File: src/rtl/uart_rx_oversample.sv
// Oversampling UART receiver (8N1) with a show-ahead byte FIFO.
// Define UART_RX_PARITY_EN to receive 8E1 frames with parity checking.
module uart_rx_oversample #(
    parameter int CLK_FREQ   = 100_000_000,
    parameter int BAUD_RATE  = 19200,
    parameter int OVERSAMPLE = 16,
    parameter int FIFO_DEPTH = 8
) (
    input  logic                          clk,
    input  logic                          rst,
    input  logic                          rx,
    input  logic                          rd_ready,
    output logic [7:0]                    rd_data,
    output logic                          rd_valid,
    output logic [$clog2(FIFO_DEPTH):0]   fifo_count,
    output logic                          rx_done,
    output logic                          frame_err,
    output logic                          overrun_err,
    output logic                          parity_err
);
    localparam int DIV   = CLK_FREQ / (BAUD_RATE * OVERSAMPLE);
    localparam int DIV_W = (DIV > 1) ? $clog2(DIV) : 1;
    localparam int TW    = $clog2(OVERSAMPLE);
    localparam int AW    = $clog2(FIFO_DEPTH);
    localparam logic [DIV_W-1:0] DIV_M1  = DIV_W'(DIV - 1);
    localparam logic [TW-1:0]    HALF_M1 = TW'(OVERSAMPLE / 2 - 1);
    localparam logic [TW-1:0]    FULL_M1 = TW'(OVERSAMPLE - 1);
    localparam logic [AW:0]      DEPTH_C = (AW + 1)'(FIFO_DEPTH);

`ifdef UART_RX_PARITY_EN
    typedef enum logic [2:0] {IDLE, START, DATA, PARITY, STOP} state_t;
`else
    typedef enum logic [2:0] {IDLE, START, DATA, STOP} state_t;
`endif
    state_t state_q, state_d;

    logic [1:0]       sync_q;
    logic             rx_s;
    logic [DIV_W-1:0] div_cnt;
    logic [TW-1:0]    tick_cnt;
    logic [2:0]       bit_cnt;
    logic [7:0]       shreg;
    logic             tick, sample, armed;
    logic             res_pend, res_ferr, good, push, pop, full;
    logic [7:0]       mem [FIFO_DEPTH];
    logic [AW-1:0]    wr_ptr, rd_ptr;
    logic [AW:0]      count;
`ifdef UART_RX_PARITY_EN
    logic             par_bit, res_perr;
`endif

    assign rx_s = sync_q[1];

    always_comb begin
        tick    = (state_q != IDLE) && (div_cnt == DIV_M1);
        sample  = tick && (tick_cnt == ((state_q == START) ? HALF_M1 : FULL_M1));
        state_d = state_q;
        case (state_q)
            IDLE:   if (!rx_s && armed) state_d = START;
            START:  if (sample) state_d = rx_s ? IDLE : DATA;
`ifdef UART_RX_PARITY_EN
            DATA:   if (sample && bit_cnt == 3'd7) state_d = PARITY;
            PARITY: if (sample) state_d = STOP;
`else
            DATA:   if (sample && bit_cnt == 3'd7) state_d = STOP;
`endif
            STOP:   if (sample) state_d = IDLE;
            default: state_d = IDLE;
        endcase
    end

    always_ff @(posedge clk) begin
        if (rst) state_q <= IDLE;
        else     state_q <= state_d;
    end

    // Frame outcome is resolved one cycle after the stop sample; frame error wins.
    always_comb begin
        full       = (count == DEPTH_C);
        rd_valid   = (count != '0);
        pop        = rd_valid && rd_ready;
        frame_err  = res_pend && res_ferr;
        good       = res_pend && !res_ferr;
`ifdef UART_RX_PARITY_EN
        parity_err = good && res_perr;
        good       = good && !res_perr;
`else
        parity_err = 1'b0;
`endif
        push        = good && (!full || pop);
        overrun_err = good && full && !pop;
        rx_done     = push;
        rd_data     = rd_valid ? mem[rd_ptr] : 8'h00;
        fifo_count  = count;
    end

    always_ff @(posedge clk) begin
        if (rst) begin
            sync_q   <= 2'b11;
            div_cnt  <= '0;
            tick_cnt <= '0;
            bit_cnt  <= '0;
            shreg    <= '0;
            armed    <= 1'b1;
            res_pend <= 1'b0;
            res_ferr <= 1'b0;
            wr_ptr   <= '0;
            rd_ptr   <= '0;
            count    <= '0;
`ifdef UART_RX_PARITY_EN
            par_bit  <= 1'b0;
            res_perr <= 1'b0;
`endif
        end else begin
            sync_q   <= {sync_q[0], rx};
            res_pend <= 1'b0;
            if (state_q == IDLE) begin
                div_cnt  <= '0;
                tick_cnt <= '0;
                bit_cnt  <= '0;
            end else begin
                div_cnt <= (div_cnt == DIV_M1) ? '0 : div_cnt + 1'b1;
                if (tick) tick_cnt <= sample ? '0 : tick_cnt + 1'b1;
            end
            if (sample && state_q == DATA) begin
                shreg   <= {rx_s, shreg[7:1]};
                bit_cnt <= bit_cnt + 1'b1;
            end
`ifdef UART_RX_PARITY_EN
            if (sample && state_q == PARITY) par_bit <= rx_s;
`endif
            if (sample && state_q == STOP) begin
                res_pend <= 1'b1;
                res_ferr <= !rx_s;
`ifdef UART_RX_PARITY_EN
                res_perr <= (par_bit != ^shreg);
`endif
            end
            // A low stop bit may be a break: wait for the line to go high again.
            if (sample && state_q == STOP && !rx_s) armed <= 1'b0;
            else if (rx_s)                          armed <= 1'b1;
            if (push) wr_ptr <= wr_ptr + 1'b1;
            if (pop)  rd_ptr <= rd_ptr + 1'b1;
            case ({push, pop})
                2'b10:   count <= count + 1'b1;
                2'b01:   count <= count - 1'b1;
                default: count <= count;
            endcase
        end
    end

    always_ff @(posedge clk) begin
        if (push) mem[wr_ptr] <= shreg;
    end
endmodule
File: config.mk
export PLATFORM = sky130hd
export DESIGN_NAME = uart_rx_oversample
export DESIGN_NICKNAME = d
export VERILOG_FILES = /design/src/rtl/uart_rx_oversample.sv
export SDC_FILE = /design/constraint.sdc
export NUM_CORES = 1
export LEC_CHECK = 0
export ABC_AREA = 0
export BUFFER_PORTS_ARGS = -buffer_cell sky130_fd_sc_hd__buf_2
export CAP_MARGIN = 25
export CORE_ASPECT_RATIO = 1.75
export CORE_MARGIN = 2
export CORE_UTILIZATION = 55
export CTS_CLUSTER_SIZE = 8
export DETAILED_ROUTE_END_ITERATION = 10
export PLACE_DENSITY = 0.82
export REMOVE_ABC_BUFFERS = 1
export SKIP_CTS_REPAIR_TIMING = 1
export SLEW_MARGIN = 15
export SYNTH_ARGS = -nofsm -noshare
export SYNTH_HDL_FRONTEND = slang
export SYNTH_SLANG_ARGS = --single-unit
File: constraint.sdc
create_clock -name clk -period 2.1 [get_ports clk]
set_clock_uncertainty 0.2 [all_clocks]
set_input_delay 0.315 -clock clk [delete_from_list [all_inputs] [get_ports clk]]
set_output_delay 0.315 -clock clk [all_outputs]
set_load 0.005 [all_outputs]
==> impl_results.md <==
- Initial Util: 0.5621
- Clk pwr share: 0.347
- Slew @ Worst Pin: 0.5150 ns
- Levels on crit path: 5
- Final HPWL DP: 5618 um
- Buf+Inv Stages, Crit Path: 2
- Avg Inst Size Synth: 13.85 um2
- Synth Instances: 321
- P&R area growth vs syn: 15.93%
- WL/cell: 18.02 um
- Clock buffer count from CTS: 9
- Delay-heaviest family, CP: multiplexers
- H-tree Lvls: 3
- Yosys top cell by area: edfxtp_1
- Die area: 8846 um2
- Clock-pin slew on the worst setup and hold paths: 0.07 ns
- Status: finished with violations
- Initial DRC count: 113
- HP Class: input port to register
- RSZ-0062 raised after global routing: true
- Placement Rows: 43
- Ys flop type: edfxtp_1
- Power per cell area: 940.6 nW/um2
- Vias per Instance: 5.738
- Int Pwr: 3687 uW
- Chip width: 71.96 um
- Syn Std Cell Area: 4446 um2
- Failing checks: setup timing
- EDFF count, synth: 64
- Inserted Diodes: 0
- Worst setup SP type: register
- Via Count: 2628
- Fraction of the mapped netlist area in simple logic gates: 0.1222
- CTS tree: done
- Clk buf depth: 2
- CP max stage delay: 0.53 ns
- Max FO, Critical Path: 8
- Final #Nets: 375
- Reg2reg path depth: 6
- Filler cell count: 548
- Sequential share of the synthesized area: 0.6305
- Warnings, synthesis: 0
- Max Clk Rate: 443.5 MHz
- # IOs: 21
- Die H: 122.9 um
- Psw: 1161 uW
- Synth area leaders: edfxtp_1 43%, dfxtp_1 20%, mux4_2 8.1%, mux2i_1 4.3%, nor2_1 3.7%
- Arrival @ worst endpoint: 1.74 ns
- Global-route wire length before repair: 12990 um
- Core Box Area: 7909 um2
- Worst path required time: 1.58 ns
- Ratio of final minimum period to clock period: 1.074
- Relative slew slack: 0.6562
- Seq pwr share: 0.477
- Critical-path top delay cell: mux4_2
- Synth Area in XOR/XNOR: 0.02955
- Final wirelength: 8252 um
- DRC viols: 0
- Clk_lat worst skew: 0.34 ns
- Crit-path cells: buf_12 -> mux4_2 -> mux2i_1 -> nor2_1 -> buf_2
- Worst R2R Start: fifo_count[0]$_SDFFE_PP0P_
- Setup slack, reg-to-reg: 0.04 ns
- Worst hold path depth: 2
- IO buf count: 19
- Synth Area in Compound Gates: 0.04503
- CTS Root Cell: clkbuf_16
- Final Hold Vio Count: 0
- Synth unique cells: 48
- Max_cap viols: 0
- Critical Path Sink: rd_data[6]
- Total Routing Usage GR: 0.1988
- Largest family of logic cells by synthesized area: multiplexers
- Fin worst setup slack: -0.1546 ns
- Layout cell share with drive strength beyond 1: 0.2554
- Max-slew violations: 0
- Ys async rst share: 0
- Largest net degree at the start of global routing: 19
- Initial antenna violation count: 0
- Reg2reg end: fifo_count[2]$_SDFFE_PP0P_
- Peak supply drop: 0.4603 mV
- Most common cell in the netlist: edfxtp_1
- Synthesis-stage register bit count: 108
- Yosys top cell area share: 0.4323
- First drt pass iteration count: 4
- Lkg Pwr: 0.001949 uW
- Crit path capture type: output pin
- Final setup viols: 8
- Most common library cells after synthesis: 64 x edfxtp_1, 44 x dfxtp_1, 44 x nor2_1
- Number of global-route vias before repair: 2586
- Sw frac: 0.2395
- Hold WS: 0.1351 ns
- Placer Congestion: 0.8200
- Mux contribution to synthesized area: 0.1289
- Min cycle time layout: 2.255 ns
- Critical path class: register to output pin
- Clock sink count: 108
- Grt ovf: 0
- Post-Synth Adder-Cell Area: 0.02252
- Final ANT Viol Nets: 0
- Fin util: 0.6516
- Logic pwr share: 0.177
## cell families (layout without fill, tap and decap cells)
group	count (synthesis)	count (layout)
DFF	108	108
and+or+nand+nor	106	106
xor gates and xnor gates	15	15
buffers and inverters	20	67
other	1	1
AOI/OAI and AO/OA	26	26
muxes	37	37
adders and majority gates	8	8
## metrics by stage
stage | instances | worst slack (ns) | power [uW] | cell area (um2) | TNS, ns
CTS | 456 | -0.2109 | 4815 | 5080 | -1.405
global route | 458 | -0.2178 | 5044 | 5154 | -1.659
floorplan | 307 | -0.2227 | 2820 | 4377 | -4.488
detailed placement | 440 | 0.02327 | 3154 | 4777 | 0
finish | 458 | -0.1546 | 4848 | 5154 | -1.021
global placement | 440 | 0.09044 | 3131 | 4777 | 0
## final cells by class
type | instances | area [um2] | area share
clock inverter | 4 | 56.30 | 0.01092
multi-input combinational | 193 | 1587 | 0.3078
clock buffer | 12 | 246.5 | 0.04783
sequential | 108 | 2806 | 0.5445
timing repair buffer | 45 | 322.8 | 0.06264
inverter | 6 | 22.52 | 0.004370
tap | 90 | 112.6 | 0.02185
## registers in the layout, summed over array words and instances, names as in the netlist, named ones only
signal      count
shreg           8
res_pend        1
fifo_count      4
res_ferr        1
bit_cnt         3
wr_ptr          3
state_q         2
sync_q          2
tick_cnt        4
mem            64
div_cnt         9
rd_ptr          3
armed           1
## layout by cell type (no fill, tap or decap), drive strengths merged, types with 7 or more instances in the layout
cell,n
buf,43
clkbuf,13
dfxtp,44
edfxtp,64
ha,8
inv,7
mux2i,19
mux4,16
nand2,14
nand2b,7
nand3,10
nor2,44
xor2,11
## power by group through the flow
| stage | Clock, uW | Combinational, uW | Sequential [uW] |
|---|---|---|---|
| after global routing | 1790 | 941 | 2310 |
| after CTS | 1710 | 818 | 2290 |
| after detailed placement | 0 | 817 | 2340 |
| final | 1680 | 856 | 2310 |
| after global placement | 0 | 799 | 2330 |
| after floorplan | 0 | 422 | 2400 |
## how the worst min path moves through the flow
stage	endpoint	slack (ns)	start
floorplan	fifo_count[1]$_SDFFE_PP0P_	0.18	rst
global placement	sync_q[1]$_SDFF_PP1_	0.19	sync_q[0]$_SDFF_PP1_
detailed placement	sync_q[1]$_SDFF_PP1_	0.19	sync_q[0]$_SDFF_PP1_
CTS	sync_q[0]$_SDFF_PP1_	-0.05	rx
global route	res_ferr$_SDFFE_PP0P_	0.16	rst
finish	res_pend$_SDFF_PP0_	0.14	rst
## routing by layer
layer / track usage / wire, um / vias to the layer above
met3: 0.02934 / 184 / 18
met4: 0.1050 / 270 / 0
met5: 0 / 0 / -
met2: 0.3576 / 4652 / 42
li1: - / - / 1281
met1: 0.2241 / 3144 / 1287
(Power assumes the default switching activity.)
